File: src/rtl/sram_bank_responder.sv
// sram_bank_responder
//   A bank of Nums_SRAM independent single-clock SRAMs that serve the
//   dot-product memory controller. Every access moves Para_Deg consecutive
//   words starting at a base address, with modulo-Ram_Depth wrap. Read data
//   is registered and has a one-cycle valid pulse. Each SRAM has its own
//   zero-fill sweep, started by Mem_Clear.
//
// Ports
//   clk            clock
//   Mem_reset_n    asynchronous active-low reset
//   En_Chip_Select per-SRAM chip select
//   En_Read        per-SRAM read enable
//   En_Write       per-SRAM write enable
//   Addr_Read      per-SRAM read base address, slice i = [i*Addr_Width +: Addr_Width]
//   Addr_Write     per-SRAM write base address, same slicing
//   Data_In        write data, SRAM i word k = [(i*Para_Deg+k)*Data_Width +: Data_Width]
//   Mem_Clear      per-SRAM zero-fill request
//   Data_Out       registered read data, same slicing as Data_In
//   Data_Valid     one-cycle pulse when the Data_Out slice updates
//   Clear_Busy     high while the SRAM's zero-fill sweep runs
//
// Clear FSM (one per SRAM)
//   state    | meaning
//   IDLE     | accesses are accepted; Mem_Clear starts a sweep
//   CLEARING | zeroing Para_Deg words per cycle; accesses are dropped

module sram_bank_responder #(
    parameter int Addr_Width = 4,
    parameter int Ram_Depth  = 1 << Addr_Width,
    parameter int Nums_SRAM  = 3,
    parameter int Data_Width = 8,
    parameter int Para_Deg   = 2
) (
    input  logic                                      clk,
    input  logic                                      Mem_reset_n,
    input  logic [Nums_SRAM-1:0]                      En_Chip_Select,
    input  logic [Nums_SRAM-1:0]                      En_Read,
    input  logic [Nums_SRAM-1:0]                      En_Write,
    input  logic [Nums_SRAM*Addr_Width-1:0]           Addr_Read,
    input  logic [Nums_SRAM*Addr_Width-1:0]           Addr_Write,
    input  logic [Nums_SRAM*Para_Deg*Data_Width-1:0]  Data_In,
    input  logic [Nums_SRAM-1:0]                      Mem_Clear,
    output logic [Nums_SRAM*Para_Deg*Data_Width-1:0]  Data_Out,
    output logic [Nums_SRAM-1:0]                      Data_Valid,
    output logic [Nums_SRAM-1:0]                      Clear_Busy
);

    typedef enum logic {
        IDLE     = 1'b0,
        CLEARING = 1'b1
    } clr_state_t;

    // Base of the final sweep block, and the per-cycle sweep step.
    localparam logic [Addr_Width-1:0] LastBlock = Addr_Width'(Ram_Depth - Para_Deg);
    localparam logic [Addr_Width-1:0] Stride    = Addr_Width'(Para_Deg);

    for (genvar i = 0; i < Nums_SRAM; i++) begin : g_sram
        logic [Data_Width-1:0] mem [Ram_Depth];
        logic [Data_Width-1:0] rd_q [Para_Deg];
        clr_state_t            state;
        logic [Addr_Width-1:0] cnt;
        logic                  valid_q;
        logic [Addr_Width-1:0] rd_base;
        logic [Addr_Width-1:0] wr_base;
        logic                  rd_take;
        logic                  wr_take;

        assign rd_base = Addr_Read[i*Addr_Width +: Addr_Width];
        assign wr_base = Addr_Write[i*Addr_Width +: Addr_Width];
        assign rd_take = En_Chip_Select[i] & En_Read[i]  & (state == IDLE);
        assign wr_take = En_Chip_Select[i] & En_Write[i] & (state == IDLE);

        // Control state and read register. The read samples the array
        // before this edge's write lands, so overlapping accesses are
        // read-first.
        always_ff @(posedge clk or negedge Mem_reset_n) begin
            if (!Mem_reset_n) begin
                state   <= IDLE;
                cnt     <= '0;
                valid_q <= 1'b0;
                for (int k = 0; k < Para_Deg; k++) begin
                    rd_q[k] <= '0;
                end
            end else begin
                valid_q <= rd_take;
                if (rd_take) begin
                    for (int k = 0; k < Para_Deg; k++) begin
                        rd_q[k] <= mem[rd_base + Addr_Width'(k)];
                    end
                end
                case (state)
                    IDLE: begin
                        if (Mem_Clear[i]) begin
                            state <= CLEARING;
                            cnt   <= '0;
                        end
                    end
                    CLEARING: begin
                        if (cnt == LastBlock) begin
                            state <= IDLE;
                            cnt   <= '0;
                        end else begin
                            cnt <= cnt + Stride;
                        end
                    end
                    default: state <= IDLE;
                endcase
            end
        end

        // The array has no reset. A reset moves the FSM to IDLE at once,
        // so a sweep that is cut short leaves the unswept words intact.
        always_ff @(posedge clk) begin
            if (state == CLEARING) begin
                for (int k = 0; k < Para_Deg; k++) begin
                    mem[cnt + Addr_Width'(k)] <= '0;
                end
            end else if (wr_take) begin
                for (int k = 0; k < Para_Deg; k++) begin
                    mem[wr_base + Addr_Width'(k)] <= Data_In[(i*Para_Deg+k)*Data_Width +: Data_Width];
                end
            end
        end

        for (genvar k = 0; k < Para_Deg; k++) begin : g_word
            assign Data_Out[(i*Para_Deg+k)*Data_Width +: Data_Width] = rd_q[k];
        end

        assign Data_Valid[i] = valid_q;
        assign Clear_Busy[i] = (state == CLEARING);
    end

endmodule

File: config.mk
export PLATFORM = sky130hd
export DESIGN_NAME = sram_bank_responder
export DESIGN_NICKNAME = d
export VERILOG_FILES = /design/src/rtl/sram_bank_responder.sv
export SDC_FILE = /design/constraint.sdc
export NUM_CORES = 1
export LEC_CHECK = 0
export ABC_AREA = 1
export CELL_PAD_IN_SITES_DETAIL_PLACEMENT = 0
export CELL_PAD_IN_SITES_GLOBAL_PLACEMENT = 2
export CORE_MARGIN = 8
export CORE_UTILIZATION = 38
export CTS_BUF_LIST = sky130_fd_sc_hd__clkbuf_4 sky130_fd_sc_hd__clkbuf_8 sky130_fd_sc_hd__clkbuf_16
export CTS_CLUSTER_SIZE = 40
export DETAILED_ROUTE_END_ITERATION = 10
export GPL_ROUTABILITY_DRIVEN = 0
export GPL_TIMING_DRIVEN = 0
export PLACE_DENSITY = 0.95
export SYNTH_ARGS = -nofsm -noshare
export SYNTH_HDL_FRONTEND = slang
export SYNTH_SLANG_ARGS = --single-unit
File: constraint.sdc
create_clock -name clk -period 4.91 [get_ports clk]
set_clock_uncertainty 0.05 [all_clocks]
set_input_delay 0.7365 -clock clk [delete_from_list [all_inputs] [get_ports clk]]
set_output_delay 0.7365 -clock clk [all_outputs]
set_load 0.05 [all_outputs]
==> reports/results.ini <==
[drt]
drt_first_iter_violations=3489
drt_pre_antenna_iters=6
final_antenna_net_count=0
drcViolationCount=0
routed_via_density=5.28
route.vias.total=26600
totalWireLength_um=109000
wl_per_cell_um=21.6

[sta]
setup_repair_after_global_routing_missed_its_margin=no
report.final.hold_viol_count=0
fmax_mhz=345
finalWorstPathRequiredPeriod_ns=2.90
max_slew_margin_pct=36.2
slew_at_the_pin_with_the_worst_max_slew_slack_ns=0.957
fin_setup_tns_ns=0
finalCritPeriodShare_pct=59.0
final-setup-viol-count=0
timing.final.max_slew_violations=0

[power_and_ir_drop]
peakVddDrop_uv=289
design_power_total_mw=15.3
cellPowerDensity_nw_per_um2=478
leakagePower_nw=13.9

[floorplanning]
dieArea_um2=81800
dieHeight_um=286
ios=140
fp.coreArea_um2=72600
die_w_um=286
initial_core_util_pct=38.2
placementRows=99

[worst_setup_path]
critPathCaptureType=register
setup.worst_path.class=in -> reg
cp-start-kind=input port
critical_path.max_fanout=10
timing.critical_path.arrival_ns=3.40
worstPathRequired_ns=5.41

[place]
port_buffers=137
dp_cells=4932
place_hpwl_um=84200

[outcome]
result_of_the_run=finished, final reports clean

[global_routing]
grt_pass1_vias=24800
grt_pass1_wl_um=160000
largest_net_degree_at_the_start_of_global_routing=39
grt_overflow_total=0
globalRouteTotalUtil_pct=25.7
number_of_antenna_violations_at_the_first_check_in_global_routing=0

[layout]
antenna-diode-count=0
fillCellCount=7462
area_growth_syn_to_layout_pct=15.9
multi_input_comb_area_um2=12000
final_net_count=4118
seq_area_um2=13100
layout-drive-gt1-share_pct=6.17
final-instance-count-excl-fill=5027

[cts]
clock_tree.buffer_depth=3
ctsHtreeMaxLevel=2
clock_tree_from_tritoncts=yes
postCtsResizedCells=0
ctsHoldBuffers=0
cts.root.buffer_cell=sky130_fd_sc_hd__clkbuf_16
clkSlewWorstSetupHoldPaths_ns=0.06
cts_num_sinks=447
cts_inserted_buffers=51
postCtsSetupBuffers=0
clock_insertion_delay_worst_skew_ns=0.62

[yosys]
synth_cells=3835
synthesis.nets=3927
synth.yosys.seq_area_share_pct=47.3
yosys.cell_types.count=34
synth_seq_cells=447
synthesized_cell_area_um2=27700
yosysWarnings=0
synth.avg_cell_area_um2=7.23

[hold_path]
timing.hold.worst.class=in -> async

[flow_run]
max_cap_viol_count=0

cells in the final DEF, fill, tap and decap left out, types with 32 or more instances in the layout:
master and instances:
sky130_fd_sc_hd__nand2_1 1571, sky130_fd_sc_hd__nand3_1 533, sky130_fd_sc_hd__inv_1 385, sky130_fd_sc_hd__edfxtp_1 384
sky130_fd_sc_hd__o21ai_1 213, sky130_fd_sc_hd__o21ai_0 212, sky130_fd_sc_hd__clkbuf_1 170, sky130_fd_sc_hd__clkdlybuf4s50_1 136
sky130_fd_sc_hd__dfrtp_1 63, sky130_fd_sc_hd__buf_2 63, sky130_fd_sc_hd__nor2_1 58, sky130_fd_sc_hd__clkbuf_16 52
sky130_fd_sc_hd__nand2_2 39, sky130_fd_sc_hd__a21oi_1 32
routing by layer:
metal / share of wire, % / wire length, um / global-route usage [%]
met1: 43 / 46600 / 35.7
met5: 0.064 / 69 / 0.654
met4: 3.9 / 4210 / 9.13
met2: 44 / 47900 / 40.2
met3: 9.0 / 9750 / 4.13
sequential cells by signal, summed over array words and instances, names as in the netlist:
signal and cells:
g_sram.mem 384, Data_Out 48, g_sram.cnt 9, g_sram.state 3, g_sram.valid_q 3
synthesized netlist by cell type (all sizes together):
library cell  number  area share, %
clkbuf           170            2.3
xor2               9           0.28
o21ai            433            8.0
nor2              79            1.6
clkinv             7          0.095
o22ai              6           0.14
nand3            536            9.8
o31ai              3          0.081
nand4             10           0.23
nand2           1610             22
dfrtp             63            5.7
inv              397            5.4
nor3               2          0.072
edfxtp           384             42
a21oi             32           0.58
xnor2              6           0.19
nor3b              1          0.068
ha                 6           0.27
nor2b              1          0.023
buf               80            1.5
cells by family after synthesis:
group / count (synthesis) / share of synthesized area, %
simple gates: 2239 / 33.9
buf+inv: 654 / 9.30
compound gates: 474 / 8.75
flops: 447 / 47.3
xor+xnor: 15 / 0.474
fa+ha+maj: 6 / 0.271
through the flow:
stage          worst slack (ns)  instance area [um2]  util (%)  hold slack (ns)
6_report                   2.01                32100      44.3           0.0428
5_1_grt                    1.86                32100      44.3           0.0530
3_5_place_dp               1.47                30300      41.8            0.414
4_1_cts                    2.00                32100      44.3           0.0316
2_1_floorplan              2.63                27700         -            0.391
3_3_place_gp              0.191                30300      41.7            0.411
final timing paths:
kind                                        endpoint  depth (start not counted)  slack, ns       startpoint
worst min register to register          Data_Out[24]                          2       0.42     Data_Out[24]
worst max-delay path                    Data_Out[14]                         10       2.01     Addr_Read[0]
max in group asynchronous          g_sram[0].valid_q                          2       4.20      Mem_reset_n
worst max register to register  g_sram[2].mem[10][6]                          8       2.32  g_sram[2].state
min in group clk                        Data_Out[24]                          2       0.42     Data_Out[24]
worst min-delay path                    Data_Out[43]                          1       0.04      Mem_reset_n
power by group:
group	leakage (nW)	switching [mW]	internal [mW]	total, mW
Clock	0.887	1.67	2.46	4.13
Sequential	4.41	0.745	5.40	6.15
Combinational	8.56	3.65	1.41	5.06
Total	13.9	6.07	9.27	15.3
critical path: stages:
cell	delay [ns]
sky130_fd_sc_hd__clkdlybuf4s50_1	0.55
sky130_fd_sc_hd__ha_1	0.45
sky130_fd_sc_hd__clkbuf_1	0.42
sky130_fd_sc_hd__clkbuf_1	0.52
sky130_fd_sc_hd__nand3_1	0.19
sky130_fd_sc_hd__nand3_1	0.12
sky130_fd_sc_hd__nand3_1	0.11
sky130_fd_sc_hd__nand2_1	0.15
sky130_fd_sc_hd__nand2_1	0.07
sky130_fd_sc_hd__nand2_1	0.08
cell type report:
class,count,area share [%]
sequential,447,40.8
multi-input combinational,2734,37.5
inverter,404,4.73
timing repair buffer,138,4.35
clock buffer,57,4.17
tap,959,3.74
buffer,250,3.30
clock inverter,38,1.46
No activity file was read; power rests on OpenSTA's default activity.
